<file path="config.mk">
export PLATFORM = sky130hd
export DESIGN_NAME = pix_scan
export DESIGN_NICKNAME = d
export VERILOG_FILES = /design/src/rtl/pix_pkg.sv /design/src/rtl/pix_lane_mask.sv /design/src/rtl/pix_scan.sv
export SDC_FILE = /design/constraint.sdc
export NUM_CORES = 1
export LEC_CHECK = 0
export ABC_AREA = 0
export CAP_MARGIN = 10
export CORE_MARGIN = 2
export CORE_UTILIZATION = 44
export DETAILED_ROUTE_END_ITERATION = 8
export GPL_TIMING_DRIVEN = 0
export PLACE_DENSITY = 0.67
export RECOVER_POWER = 50
export SLEW_MARGIN = 20
export SYNTH_ARGS = -nofsm -noshare
export SYNTH_HDL_FRONTEND = slang
export SYNTH_SLANG_ARGS = --single-unit
</file>
<file path="constraint.sdc">
create_clock -name clk -period 5.4 [get_ports clk]
set_input_delay 0.54 -clock clk [delete_from_list [all_inputs] [get_ports clk]]
set_output_delay 0.54 -clock clk [all_outputs]
set_load 0.02 [all_outputs]
</file>
<file path="src/rtl/pix_pkg.sv">
// ---------------------------------------------------------------------------
// pix_pkg
// Shared types and constants for the pixel-coordinate scanner and the blocks
// that reuse its lane-mask logic (e.g. the write-back collector).
//
// Contents:
//   scan_state_t   - scanner FSM states (IDLE, RUN, DONE)
//   PIX_X_BITS     - default width of x coordinates / x extent
//   PIX_Y_BITS     - default width of y coordinates / y extent
//   PIX_NUM_LANES  - default number of pixels issued per beat
//   laneExtBits()  - width needed to add a lane offset to an x coordinate
//                    without wrapping
// ---------------------------------------------------------------------------
package pix_pkg;

   typedef enum logic [1:0] {
      IDLE = 2'd0,
      RUN  = 2'd1,
      DONE = 2'd2
   } scan_state_t;

   localparam int PIX_X_BITS    = 10;
   localparam int PIX_Y_BITS    = 10;
   localparam int PIX_NUM_LANES = 4;

   // An x coordinate can be as large as 2^xBits-1 and a lane offset as large
   // as lanes, so the sum needs enough headroom bits to hold both without
   // wrapping back into the valid range.
   function automatic int laneExtBits(input int xBits, input int lanes);
      return xBits + $clog2(lanes + 1);
   endfunction

endpackage : pix_pkg

</file>
<file path="src/rtl/pix_lane_mask.sv">
// ---------------------------------------------------------------------------
// pix_lane_mask
// Purely combinational helper that decides, for a beat starting at column
// i_baseX, which of the NUM_LANES adjacent pixels fall inside the row and
// whether this beat is the last one of the row.
//
// Ports:
//   i_baseX     in  X_BITS     column of lane 0
//   i_xMax      in  X_BITS     last valid column index of the row
//   o_laneMask  out NUM_LANES  bit i set when i_baseX+i <= i_xMax
//   o_rowLast   out 1          set when i_baseX+NUM_LANES > i_xMax
// ---------------------------------------------------------------------------
module pix_lane_mask
   import pix_pkg::*;
#(
   parameter int X_BITS    = PIX_X_BITS,
   parameter int NUM_LANES = PIX_NUM_LANES
) (
   input  logic [X_BITS-1:0]    i_baseX,
   input  logic [X_BITS-1:0]    i_xMax,
   output logic [NUM_LANES-1:0] o_laneMask,
   output logic                 o_rowLast
);

   localparam int EXT_BITS = laneExtBits(X_BITS, NUM_LANES);

   logic [EXT_BITS-1:0] w_baseExt;
   logic [EXT_BITS-1:0] w_xMaxExt;

   // Widen both operands so base+offset cannot wrap when the row ends near
   // the top of the coordinate range.
   assign w_baseExt = EXT_BITS'(i_baseX);
   assign w_xMaxExt = EXT_BITS'(i_xMax);

   // One comparator per lane: a lane is live while its column is still at or
   // left of the row's last column, which gives a partial mask on the tail.
   always_comb begin
      o_laneMask = '0;
      for (int i = 0; i < NUM_LANES; i++) begin
         o_laneMask[i] = ((w_baseExt + EXT_BITS'(i)) <= w_xMaxExt);
      end
   end

   // The beat is the last of its row when the next beat would start past
   // the row's last column.
   assign o_rowLast = ((w_baseExt + EXT_BITS'(NUM_LANES)) > w_xMaxExt);

endmodule : pix_lane_mask

</file>
<file path="src/rtl/pix_scan.sv">
// ---------------------------------------------------------------------------
// pix_scan
// Row-major pixel-coordinate scanner feeding NUM_LANES parallel iteration
// engines. Frame extents are latched on start; each beat carries the column
// of lane 0, the row, a mask of in-frame lanes and row/frame boundary flags.
//
// Ports:
//   clk             in  1          system clock, rising edge
//   rst             in  1          asynchronous active-high reset
//   start           in  1          begin a frame (honoured only in IDLE)
//   abort           in  1          synchronous cancel, any state
//   x_max           in  X_BITS     last column, sampled on accepted start
//   y_max           in  Y_BITS     last row, sampled on accepted start
//   out_valid       out 1          beat available
//   out_ready       in  1          consumer accepts beat
//   out_x           out X_BITS     column of lane 0 (lane i is out_x+i)
//   out_y           out Y_BITS     row of the beat
//   out_lane_mask   out NUM_LANES  lanes holding in-frame pixels
//   out_row_last    out 1          beat contains the last column
//   out_frame_last  out 1          beat contains the last pixel of the frame
//   busy            out 1          scanner not idle
//   done            out 1          one-cycle pulse after the final beat
// ---------------------------------------------------------------------------
module pix_scan
   import pix_pkg::*;
#(
   parameter int X_BITS    = PIX_X_BITS,
   parameter int Y_BITS    = PIX_Y_BITS,
   parameter int NUM_LANES = PIX_NUM_LANES
) (
   input  logic                 clk,
   input  logic                 rst,
   input  logic                 start,
   input  logic                 abort,
   input  logic [X_BITS-1:0]    x_max,
   input  logic [Y_BITS-1:0]    y_max,
   output logic                 out_valid,
   input  logic                 out_ready,
   output logic [X_BITS-1:0]    out_x,
   output logic [Y_BITS-1:0]    out_y,
   output logic [NUM_LANES-1:0] out_lane_mask,
   output logic                 out_row_last,
   output logic                 out_frame_last,
   output logic                 busy,
   output logic                 done
);

   scan_state_t         r_state;
   logic [X_BITS-1:0]   r_xMaxLat;
   logic [Y_BITS-1:0]   r_yMaxLat;
   logic [X_BITS-1:0]   r_outX;
   logic [Y_BITS-1:0]   r_outY;
   logic                r_valid;
   logic                r_busy;
   logic                r_done;

   logic [NUM_LANES-1:0] w_laneMask;
   logic                 w_rowLast;
   logic                 w_frameLast;
   logic                 w_inRun;
   logic                 w_handshake;

   // Lane mask and row boundary are derived from the registered beat
   // position and the latched extent, so they always line up with out_x.
   pix_lane_mask #(
      .X_BITS    (X_BITS),
      .NUM_LANES (NUM_LANES)
   ) u_laneMask (
      .i_baseX    (r_outX),
      .i_xMax     (r_xMaxLat),
      .o_laneMask (w_laneMask),
      .o_rowLast  (w_rowLast)
   );

   assign w_inRun     = (r_state == RUN);
   assign w_frameLast = w_rowLast && (r_outY == r_yMaxLat);
   assign w_handshake = r_valid && out_ready;

   // Scanner FSM. abort wins over everything including a same-cycle start
   // or handshake, so an aborted beat is never advanced past and no done
   // pulse is produced. Beat fields only move on a handshake, which keeps
   // them stable under backpressure.
   always_ff @(posedge clk or posedge rst) begin
      if (rst) begin
         r_state   <= IDLE;
         r_xMaxLat <= '0;
         r_yMaxLat <= '0;
         r_outX    <= '0;
         r_outY    <= '0;
         r_valid   <= 1'b0;
         r_busy    <= 1'b0;
         r_done    <= 1'b0;
      end else begin
         r_done <= 1'b0;
         if (abort) begin
            r_state <= IDLE;
            r_valid <= 1'b0;
            r_busy  <= 1'b0;
         end else begin
            case (r_state)
               IDLE: begin
                  if (start) begin
                     r_xMaxLat <= x_max;
                     r_yMaxLat <= y_max;
                     r_outX    <= '0;
                     r_outY    <= '0;
                     r_valid   <= 1'b1;
                     r_busy    <= 1'b1;
                     r_state   <= RUN;
                  end
               end
               RUN: begin
                  if (w_handshake) begin
                     if (w_frameLast) begin
                        r_valid <= 1'b0;
                        r_done  <= 1'b1;
                        r_state <= DONE;
                     end else if (w_rowLast) begin
                        r_outX <= '0;
                        r_outY <= r_outY + Y_BITS'(1);
                     end else begin
                        r_outX <= r_outX + X_BITS'(NUM_LANES);
                     end
                  end
               end
               DONE: begin
                  r_busy  <= 1'b0;
                  r_state <= IDLE;
               end
               default: begin
                  r_valid <= 1'b0;
                  r_busy  <= 1'b0;
                  r_state <= IDLE;
               end
            endcase
         end
      end
   end

   // Boundary flags and the mask are forced low outside RUN so that reset
   // and idle present an all-zero beat even though the mask logic would
   // otherwise flag lane 0 of an empty extent.
   assign out_valid      = r_valid;
   assign out_x          = r_outX;
   assign out_y          = r_outY;
   assign out_lane_mask  = w_inRun ? w_laneMask : '0;
   assign out_row_last   = w_inRun && w_rowLast;
   assign out_frame_last = w_inRun && w_frameLast;
   assign busy           = r_busy;
   assign done           = r_done;

endmodule : pix_scan

</file>
# --- Word level (Yosys, flattened, before mapping) ---
# Index checks and enable logic that the tools add are counted.
word_totals:
  out_inout_bits: 29
  input_bits: 25
  ff_bits: 45
op_classes:
  addsub: 6
  n_bitwise: 1
  eq_ne: 12
  muxes: 26
  reduce_logical: 12
  order_cmp: 5
op_table:
  columns: ["cell", "count"]
  rows:
  - ["10-bit two-way mux", 7]
  - ["10-bit one-hot mux with 2 select lines", 2]
  - ["13-bit by 10-bit less-or-equal comparator with 1-bit output", 3]
  - ["10-bit by 2-bit adder with 11-bit output (second input constant)", 2]
  - ["13-bit by 10-bit greater-than comparator with 1-bit output", 1]
  - ["10-bit by 1-bit adder with 11-bit output (second input constant)", 1]
  - ["10-bit by 3-bit adder with 11-bit output (second input constant)", 1]
  - ["10-bit by 1-bit adder with 10-bit output (second input constant)", 1]
  - ["10-bit by 3-bit adder with 10-bit output (second input constant)", 1]
  - ["10-bit == test", 1]
  - ["10-bit less-or-equal comparator", 1]
  - ["2-bit != test (second input constant)", 5]
  - ["1-bit two-way mux", 9]
  - ["2-bit two-way mux", 4]
  - ["3-bit != test (second input constant)", 2]
  - ["3-bit AND reduction", 2]
  - ["6-bit AND reduction", 1]
  - ["5-bit AND reduction", 1]
  - ["1-bit logical AND", 4]
  - ["4-bit two-way mux", 1]
  - ["2-bit one-hot mux with 2 select lines", 1]
  - ["4-bit AND reduction", 1]
  - ["3-bit by 2-bit != test with 1-bit output (second input constant)", 1]
  - ["1-bit one-hot mux with 3 select lines", 1]
  - ["8 further kinds", 8]

# --- Logic depth before layout (Yosys ltp) ---
depth:
  ltp_word: 7
  mapped_depth: 14
  mapped_depth_nobuf: 12

# --- Modules after synthesis ---
# Synthesis repeated with hierarchy kept, for this count alone.
hier_totals:
  hier_cells: 450
  area_unflattened_um2: 3863.7
by_module_without_submodules:
  columns: ["mod", "area_per_inst_um2", "n_inst", "seq_area_each_um2", "cells_per_inst"]
  rows:
  - ["pix_scan", 2207.1, 1, 1076.0, 239]
  - ["pix_lane_mask", 1656.6, 1, 0.0, 211]

# --- Least setup slack after synthesis ---
# Ideal clock, no wire load.
synth_path:
  path_type: "register -> output"
  from: "register r_outX[5] (netlist: out_x[5])"
  to: "output port out_frame_last"
  slack_ns: 2.042
  n_path_buf: 2
  path_stages_with_launch: 13
  t_required_ns: 4.860
  t_arrival_ns: 2.818
  cell_sequence: "dfrtp_1 -> buf_2 -> and4_1 -> and2_4 -> nand3_1 -> xnor2_1 -> ha_1 -> and3_1 -> o2111ai_1 -> o2bb2ai_1 -> and2_1 -> buf_6 -> nor3_1"
synth_between:
  elab_chain_cells: 4
synth_rtl:
  columns: ["item", "line", "text"]
  rows:
  - ["start, declared", "pix_scan.sv:51", "logic [X_BITS-1:0] r_outX;"]
  - ["start signal, assigned", "pix_scan.sv:122", "r_outX <= r_outX + X_BITS'(NUM_LANES);"]
  - ["10-bit by 3-bit adder with 11-bit output", "pix_lane_mask.sv:46", "assign o_rowLast = ((w_baseExt + EXT_BITS'(NUM_LANES)) > w_xMaxExt);"]
  - ["13-bit by 10-bit greater-than comparator with 1-bit output", "pix_lane_mask.sv:46", null]
  - ["1-bit logical AND", "pix_scan.sv:76", "assign w_frameLast = w_rowLast && (r_outY == r_yMaxLat);"]
  - ["1-bit logical AND", "pix_scan.sv:148", "assign out_frame_last = w_inRun && w_frameLast;"]
  - ["end, declared", "pix_scan.sv:43", "output logic out_frame_last,"]
# No other way between the ends.

# --- Worst setup path after layout ---
layout_path:
  from: "register r_outX[2] (netlist: out_x[2])"
  to: "output port out_frame_last"
# The elaborated chain is that of the path after synthesis.

==> metrics.csv <==
metric,value,unit
status,"finished, violations left",
failing checks,"capacitance limit, slew limit",
CP required,4.86,ns
Reg-to-Reg End,out_x[4],
Final Total Pwr,938,uW
# H-tree levels,2,
Ant. Diodes,0,
asr flop ratio synth,1.00,
Reg-to-Reg Start,out_x[2],
most common cell in the netlist,nand2_1,
CP max-delay cell,dfrtp_1,
"Top FF cell, synth",dfrtp_1,
RSZ-0062 raised after global routing,false,
crit path capture,out_frame_last,
Worst Reg-to-Reg Cells,13,
top cell type's share of synthesized area,0.360,
Static Leak,1.72,nW
"Setup Fix Bufs, Post-CTS",0,
Final Max Slew Viols,29,
Synth Instances,343,
startpoint types,register,
Vias/cell,5.38,
Multi-input gate area,1750,um^2
DR vias,2606,
Cell Pwr Density,253,nW/um^2
Syn Area/Cell,8.72,um^2
minimum clock period,4.33,ns
"area leader, netlist",dfrtp_1,
worst clock skew,0.00486,ns
drt pass-1 iters,4,
critical-path cell list,ha_1 -> clkbuf_1 -> nand3_1 -> xnor2_1 -> ha_1 -> a21o_1 -> a221oi_1 -> o2bb2ai_1 -> and2_1 -> buf_6 -> nor3_1 -> clkdlybuf4s50_1,
Crit Path Max Fanout,10,
Synth warnings,0,
DR WL/cell,14.8,um
DIE WIDTH,86.5,um
Worst slew margin,-0.0107,
Worst-Skew Late Latency,0.28,ns
VDD IR max,0.000145,V
Final #Nets,460,
initial antenna violation count,0,
"flops & latches, synth",43,
Root Driver,clkbuf_8,
Final setup viols,0,
CP Launch Point,out_x[2],
Synth cell types,50,
"EDFF count, synth",0,
largest cells by area after synthesis,"dfrtp_1, ha_1, nand2_1",
max-capacitance violation count,1,
HP Class,register to register,
flop2flop setup slack,2.01,ns
Fillers,637,
CP max stage delay,0.57,ns
Buffers on Ports,51,
Worst-Margin Slew,1.52,ns
Post-CTS Resized,0,
share of cells above drive strength 1,0.0569,
number of global-route vias before repair,2501,
Die Span Y,86.5,um
first-pass GRT wire length,12100,um
RD Place Congestion,0.915,
CP arrival,3.79,ns
register area share after synthesis,0.360,
Final Hold Vio Count,0,
Tcrit/Tclk final,0.803,
drt drc,0,
"delay-heaviest family, CP",buffers and inverters,
CTS buffer count,5,
CP Depth,12,
Bufs on Longest Clock Path,2,
synth cell count leaders,"nand2_1, dfrtp_1, ha_1, o21ai_0, inv_1",
Storage cell area,1080,um^2
Starting Density,0.448,
total die area,7470,um^2
Core Region,6680,um^2
largest net degree at the start of global routing,29,
io pins,54,
Area growth syn-to-layout,24.0,%
Crit path top cell by count,ha_1,
Critical path buffers and inverters,3,
CTS tree,done,
Post-DP HPWL,5460,um
"Cell Area, Synth",2990,um^2
Setup CP Type,register to output pin,
Global Route Usage Sum,0.207,
critical path capture point type,output pin,
hold_buf cts,0,
clock transition at the registers of the reported paths,0.08,ns
FMAX,0.231,GHz
Initial DRC Count,119,
post-route ant nets,0,
GRT overflow,0,
Num Clock Sinks,43,
# rows,30,
drt total wl,7140,um
Sum Neg Setup Slack,0,ns
## worst min-delay path by stage
| stage | from | to | slack (ns) | depth (start not counted) |
|---|---|---|---|---|
| 2_1_floorplan | r_yMaxLat[0] | r_yMaxLat[0] | 0.47 | 2 |
| 3_3_place_gp | r_yMaxLat[8] | r_yMaxLat[8] | 0.48 | 2 |
| 3_5_place_dp | r_yMaxLat[8] | r_yMaxLat[8] | 0.49 | 2 |
| 4_1_cts | r_yMaxLat[8] | r_yMaxLat[8] | 0.51 | 2 |
| 5_1_grt | r_yMaxLat[6] | r_yMaxLat[6] | 0.52 | 2 |
| 6_report | r_yMaxLat[8] | r_yMaxLat[8] | 0.50 | 2 |
## where the power goes
part | internal, mW | switching, mW
Clock | 0.117 | 0.102
Sequential | 0.360 | 0.0372
Combinational | 0.141 | 0.182
Total | 0.617 | 0.321
## routing by layer
metal  track usage  wire length, um  vias up  share of wire
met3        0.0267              174        4          0.024
met2         0.366             3690       46           0.52
li1              -                -     1312              -
met1         0.266             3220     1244           0.45
met4        0.0540               59        0         0.0083
met5             0                0        -              0
## sequential cells by signal (all words and copies together) (netlist names)
name       count
busy           1
done           1
out_valid      1
out_x          8
out_y         10
r_state        2
r_xMaxLat     10
r_yMaxLat     10
## layout make-up
class	count	share of cell area
clock buffer	8	0.0270
inverter	18	0.0182
multi-input combinational	261	0.472
timing repair buffer	52	0.139
tap	80	0.0270
buffer	22	0.0277
sequential	43	0.290
## logic make-up (layout without fill, tap and decap cells)
kind of cell | count (synthesis) | count (layout) | share of synthesized area
other | 1 | 2 | 0.00125
flip-flops | 43 | 43 | 0.360
adder cells (fa/ha/maj) | 32 | 32 | 0.134
XOR/XNOR | 18 | 18 | 0.0527
multiplexers | 1 | 1 | 0.00335
AO/OA/AOI/OAI | 77 | 77 | 0.175
buffers and inverters | 40 | 100 | 0.0569
AND/OR/NAND/NOR | 131 | 131 | 0.217
## worst min-delay path, cell delays in order (launching register included)
cell and delay, ns:
dfrtp_1 0.36, nand2_1 0.06, nand2_1 0.06
## stage by stage
stage,cells,setup WS (ns),instance area [um^2],util,hold slack (ns)
final,484,1.07,3710,0.555,0.502
after global routing,484,0.800,3710,0.555,0.523
after CTS,484,1.00,3730,0.558,0.506
after detailed placement,476,1.34,3630,0.543,0.486
after global placement,475,1.43,3610,0.540,0.481
after floorplan,344,2.04,3000,-,0.467
## cells in the final DEF (no fill, tap or decap), types with 2 or more instances in the layout
cell             instances
a211oi_1                 3
a21o_1                   5
a21oi_1                 14
a32o_1                   4
and2_1                   2
and3_1                   4
buf_1                    2
buf_4                    3
clkbuf_1                17
clkbuf_8                 7
clkdlybuf4s50_1         37
conb_1                   2
dfrtp_1                 43
dlygate4sd3_1           14
ha_1                    32
inv_1                   18
nand2_1                 63
nand2b_1                 5
nand3_1                 15
nand4_1                  4
nor2_1                  12
nor2b_1                  3
nor3_1                   6
nor4_1                   2
o2111ai_1                2
o211ai_1                 2
o21a_1                   6
o21ai_0                 26
o21ai_1                  3
o31ai_1                  3
o32ai_1                  2
or3_1                    5
or4_1                    2
xnor2_1                 14
xor2_1                   4
(Power assumes the default switching activity.)
